### config.mk
export PLATFORM = sky130hd
export DESIGN_NAME = cpu_datapath
export DESIGN_NICKNAME = d
export VERILOG_FILES = /design/src/rtl/cpu_datapath.sv
export SDC_FILE = /design/constraint.sdc
export NUM_CORES = 1
export LEC_CHECK = 0
export BUFFER_PORTS_ARGS = -buffer_cell sky130_fd_sc_hd__buf_4
export CORE_AREA = 3 3 231 233
export CTS_BUF_LIST = sky130_fd_sc_hd__clkbuf_4
export DETAILED_ROUTE_END_ITERATION = 7
export DIE_AREA = 0 0 234 236
export GPL_TIMING_DRIVEN = 1
export PLACE_DENSITY = 0.41
export SLEW_MARGIN = 20
export SYNTH_ARGS = -nofsm -noshare
export SYNTH_HDL_FRONTEND = slang
export SYNTH_SLANG_ARGS = --single-unit
### constraint.sdc
create_clock -name clk -period 6.7 [get_ports clk]
set_input_delay 1.005 -clock clk [delete_from_list [all_inputs] [get_ports clk]]
set_output_delay 1.005 -clock clk [all_outputs]
set_load 0.02 [all_outputs]
### src/rtl/cpu_datapath.sv
// Register-file/ALU datapath for the small controller CPU: 16 general registers,
// a four-way ALU, a four-way write mux and a registered {carry, negative, zero} flag word.
module cpu_datapath #(
    parameter int DW   = 16,
    parameter int NREG = 16
) (
    input  logic          clk,
    input  logic          rst,
    input  logic [7:0]    RF_W_data,
    input  logic          RF_s1,
    input  logic          RF_s0,
    input  logic [3:0]    RF_W_addr,
    input  logic          RF_W_wr,
    input  logic [3:0]    RF_Rp_addr,
    input  logic          RF_Rp_rd,
    input  logic [3:0]    RF_Rq_addr,
    input  logic          RF_Rq_rd,
    input  logic          alu_s1,
    input  logic          alu_s0,
    input  logic [DW-1:0] D_R_data,
    output logic [DW-1:0] D_W_data,
    output logic          RF_Rp_zero,
    output logic [2:0]    flags
);

    localparam logic [1:0] ALU_PASS = 2'b00;
    localparam logic [1:0] ALU_ADD  = 2'b01;
    localparam logic [1:0] ALU_SUB  = 2'b10;

    localparam logic [1:0] WSEL_ALU   = 2'b00;
    localparam logic [1:0] WSEL_MEM   = 2'b01;
    localparam logic [1:0] WSEL_CONST = 2'b10;

    logic [DW-1:0] regs [NREG];
    logic [DW-1:0] p_data;
    logic [DW-1:0] q_data;
    logic [DW:0]   alu_wide;
    logic [DW-1:0] alu_result;
    logic          alu_carry;
    logic [DW-1:0] wr_data;
    logic [1:0]    alu_sel;
    logic [1:0]    wr_sel;
    logic          wr_en;
    logic          flag_update;
    logic [2:0]    flags_q;

    assign alu_sel = {alu_s1, alu_s0};
    assign wr_sel  = {RF_s1, RF_s0};

    // Enables are tested with an if so that an unknown rd/wr falls through to "off".
    always_comb begin
        p_data = '0;
        if (RF_Rp_rd == 1'b1) begin
            p_data = regs[RF_Rp_addr];
        end
    end

    always_comb begin
        q_data = '0;
        if (RF_Rq_rd == 1'b1) begin
            q_data = regs[RF_Rq_addr];
        end
    end

    always_comb begin
        wr_en = 1'b0;
        if (RF_W_wr == 1'b1) begin
            wr_en = 1'b1;
        end
    end

    // One extra bit holds the carry on add and the borrow on subtract.
    always_comb begin
        alu_wide = {1'b0, p_data};
        case (alu_sel)
            ALU_ADD: alu_wide = {1'b0, p_data} + {1'b0, q_data};
            ALU_SUB: alu_wide = {1'b0, p_data} - {1'b0, q_data};
            default: alu_wide = {1'b0, p_data};
        endcase
    end

    assign alu_result = alu_wide[DW-1:0];
    assign alu_carry  = alu_wide[DW];

    always_comb begin
        wr_data = '0;
        case (wr_sel)
            WSEL_ALU:   wr_data = alu_result;
            WSEL_MEM:   wr_data = D_R_data;
            WSEL_CONST: wr_data = {{(DW-8){RF_W_data[7]}}, RF_W_data};
            default:    wr_data = '0;
        endcase
    end

    assign flag_update = wr_en && (wr_sel == WSEL_ALU) &&
                         ((alu_sel == ALU_ADD) || (alu_sel == ALU_SUB));

    always_ff @(posedge clk) begin
        if (rst) begin
            for (int i = 0; i < NREG; i++) begin
                regs[i] <= '0;
            end
            flags_q <= 3'b000;
        end else begin
            if (wr_en) begin
                regs[RF_W_addr] <= wr_data;
            end
            if (flag_update) begin
                flags_q <= {alu_carry, alu_result[DW-1], (alu_result == '0)};
            end
        end
    end

    assign D_W_data   = p_data;
    assign RF_Rp_zero = (p_data == '0);
    assign flags      = flags_q;

    logic unused_pass;
    assign unused_pass = (alu_sel == ALU_PASS);

endmodule

==> impl_results.md <==
* IO Count at 65
* Yosys reg bits at 259
* Max Cap Viol at 0
* Post-DR wirelength/cell at 28.8 um
* Worst Setup End Kind: flop
* Critical path required time at 7160 ps
* Htree depth at 3
* Clock Tree Root: clkbuf_4
* Die H at 236 um
* Total Routing Usage GR at 21.7%
* Leak at 6.39 nW
* Post-layout util at 34.3%
* Via count at 11413
* GPL Wtd Cong at 0.843
* CTS tree: built
* Post-CTS Setup Bufs at 0
* Core area at 51400 um2
* R2R depth at 20
* Max FO, Critical Path at 26
* Port buffer count at 64
* Chip width at 234 um
* Cts hold-fix bufs at 0
* Post-Layout Cell Count at 2075
* RSZ-0062 raised after global routing: no
* Area growth syn-to-layout at 14.6%
* Post-route ant nets at 0
* Post-synth EDFFs at 256
* Global-route wire length before repair at 84.7 mm
* Clk_lat worst skew at 770 ps
* Most common cell after layout, fill and taps aside: nor2_1
* Status: completed
* Post-synthesis cell type count at 81
* Mean Syn Cell Area at 12.4 um2
* Setup_tns at 0 ps
* CTS max path bufs at 3
* Setup CP Type: input port to flop
* Post-DP HPWL at 38.3 mm
* Peak VDD IR at 96.0 uV
* Hold_ws at 485 ps
* Worst EP arrival at 6030 ps
* Vias in the first global route at 11608
* Post-synthesis net count at 1301
* FFs w/ async S/R, synth at 0%
* Final net count at 1407
* Final setup violation count at 0
* Rows at 83
* Pins Over Slew Limit at 0
* Total CTS buffers at 77
* Clk sinks at 259
* Post-route clock period utilization at 83.1%
* Max Clock Skew at 53.3 ps
* Drt drc at 0
* Largest net degree at the start of global routing at 44
* Worst Hold Class: flop to flop
* Warning count from the yosys run at 0
* Peak Freq at 0.180 GHz
* Slew @ Worst Pin at 986 ps
* Gr ovfl total at 0
* DRT Pass-1 Iters at 5
* Resize count post-CTS at 0
* Crit path time final at 5570 ps
* Share of cells above drive strength 1 at 28.4%
* WHS Path Cells at 2
* Final worst slack at 1130 ps
* Total die area at 55200 um2
* Post-Syn Area at 15400 um2
* Pre-CTS setup slack at 479 ps
* Predominant post-synthesis flop cell: edfxtp_1
* Starting Density at 29.9%
* Sequential fraction of the synthesis area at 50.4%
* Max-Slew Margin vs Limit at 33.6%
* # fillers at 5119
* Fin. Hold Viols at 0
* Avg Vias per Cell at 5.50
* Startpoint types: input port
* Worst-path clk slew at 60 ps
* Iter 0 DRT Violations at 1028
* Commonest cells after routing, fill and taps aside: 296 x nor2_1, 256 x edfxtp_1, 121 x buf_4, 111 x clkbuf_4, 106 x mux4_2
* Power per cell area at 245 nW/um2
* Synth Instances at 1237
* Initial antenna violation count at 1
* Placed instance count at 1944
* Final WL at 59.7 mm
-- state kept, by name, summed over array words and instances (netlist names) --
name,flops
regs,256
flags,3
-- Yosys cell counts, types with 6 or more instances --
| master | instances | area (um2) |
|---|---|---|
| buf_6 | 7 | 78.8 |
| buf_2 | 28 | 140 |
| edfxtp_1 | 256 | 7690 |
| mux2_2 | 11 | 124 |
| mux4_2 | 106 | 2390 |
| a22oi_1 | 18 | 135 |
| buf_1 | 7 | 26.3 |
| inv_1 | 11 | 41.3 |
| o22ai_1 | 7 | 43.8 |
| o21ai_1 | 6 | 30.0 |
| nor4b_1 | 6 | 52.6 |
| clkbuf_1 | 38 | 143 |
| nor2b_1 | 17 | 106 |
| and2_1 | 12 | 75.1 |
| nand2_1 | 47 | 176 |
| nand2b_1 | 25 | 156 |
| nor3_1 | 9 | 45.0 |
| nor2_1 | 296 | 1110 |
| nand3_1 | 22 | 110 |
| a211oi_1 | 10 | 75.1 |
| o211ai_1 | 6 | 45.0 |
| a31oi_1 | 6 | 37.5 |
| o21ai_0 | 17 | 85.1 |
| a2bb2oi_2 | 8 | 120 |
| nor3b_1 | 7 | 52.6 |
| buf_4 | 14 | 105 |
| ha_1 | 18 | 225 |
| a21oi_1 | 35 | 175 |
| mux2i_1 | 68 | 681 |
| a21o_1 | 9 | 67.6 |
| xnor2_1 | 14 | 123 |
| xor2_1 | 11 | 96.3 |
-- path summary, 6_finish.rpt --
| kind | end | startpoint | slack, ps |
|---|---|---|---|
| worst max register to register | regs[7][14]$_SDFFCE_PN0P_ | regs[5][1]$_SDFFCE_PN0P_ | 1480 |
| worst min register to register | flags[0]$_SDFFE_PP0P_ | flags[0]$_SDFFE_PP0P_ | 480 |
| worst max-delay path | regs[9][15]$_SDFFCE_PN0P_ | RF_Rq_addr[0] | 1130 |
| worst min-delay path | flags[0]$_SDFFE_PP0P_ | flags[0]$_SDFFE_PP0P_ | 480 |
-- power breakdown --
group	switching, W	internal [W]	total (W)
clock network	0.000718	0.000790	0.00151
registers	0.0000334	0.00184	0.00188
logic	0.000581	0.000355	0.000936
-- layout make-up --
cell class | count | area [um2] | area share [%]
repair buffers | 125 | 988 | 5.60
diodes | 3 | 7.51 | 0.0426
multi-input cells | 868 | 7070 | 40.1
inverters | 12 | 45.0 | 0.255
clock buffers | 111 | 833 | 4.73
flip-flops and latches | 259 | 7750 | 43.9
clock inverters | 17 | 91.3 | 0.518
well taps | 680 | 851 | 4.82
-- critical path, cell delays in order --
cell,delay (ps)
buf_4,290
buf_4,490
mux4_2,590
a32oi_1,310
o21ai_0,310
nor3_1,450
and3b_1,300
nor2_1,70
xnor2_1,130
ha_1,360
a21o_1,200
a21o_1,170
a21oi_1,290
and2_1,190
mux2i_1,90
a31oi_1,220
a2bb2oi_2,200
buf_4,250
nor2_1,60
-- per-layer routing --
layer | GRT usage, % | wire length [um] | vias to the layer above
li1 | - | - | 4979
met1 | 28.5 | 25000 | 5900
met2 | 35.5 | 28900 | 428
met3 | 3.54 | 3670 | 106
met4 | 8.81 | 2090 | 0
met5 | 0 | 0 | -
-- cell families (layout without fill, tap and decap cells) --
| kind of cell | after synthesis | count (layout) | synth area share (%) |
|---|---|---|---|
| buf+inv | 110 | 265 | 3.82 |
| flops | 259 | 259 | 50.4 |
| other cells | 0 | 3 | 0 |
| compound gates | 172 | 172 | 8.43 |
| simple gates | 467 | 467 | 13.6 |
| xor+xnor | 25 | 25 | 1.42 |
| fa+ha+maj | 19 | 19 | 1.59 |
| mux | 185 | 185 | 20.7 |
-- per-stage QoR --
stage                     total power, W  area (um2)
after detailed placement         0.00284       16700
final                            0.00432       17600
after CTS                        0.00437       17600
after global routing             0.00452       17600
after global placement           0.00285       16700
after floorplan                  0.00251       15400
No activity file was read; power rests on OpenSTA's default activity.
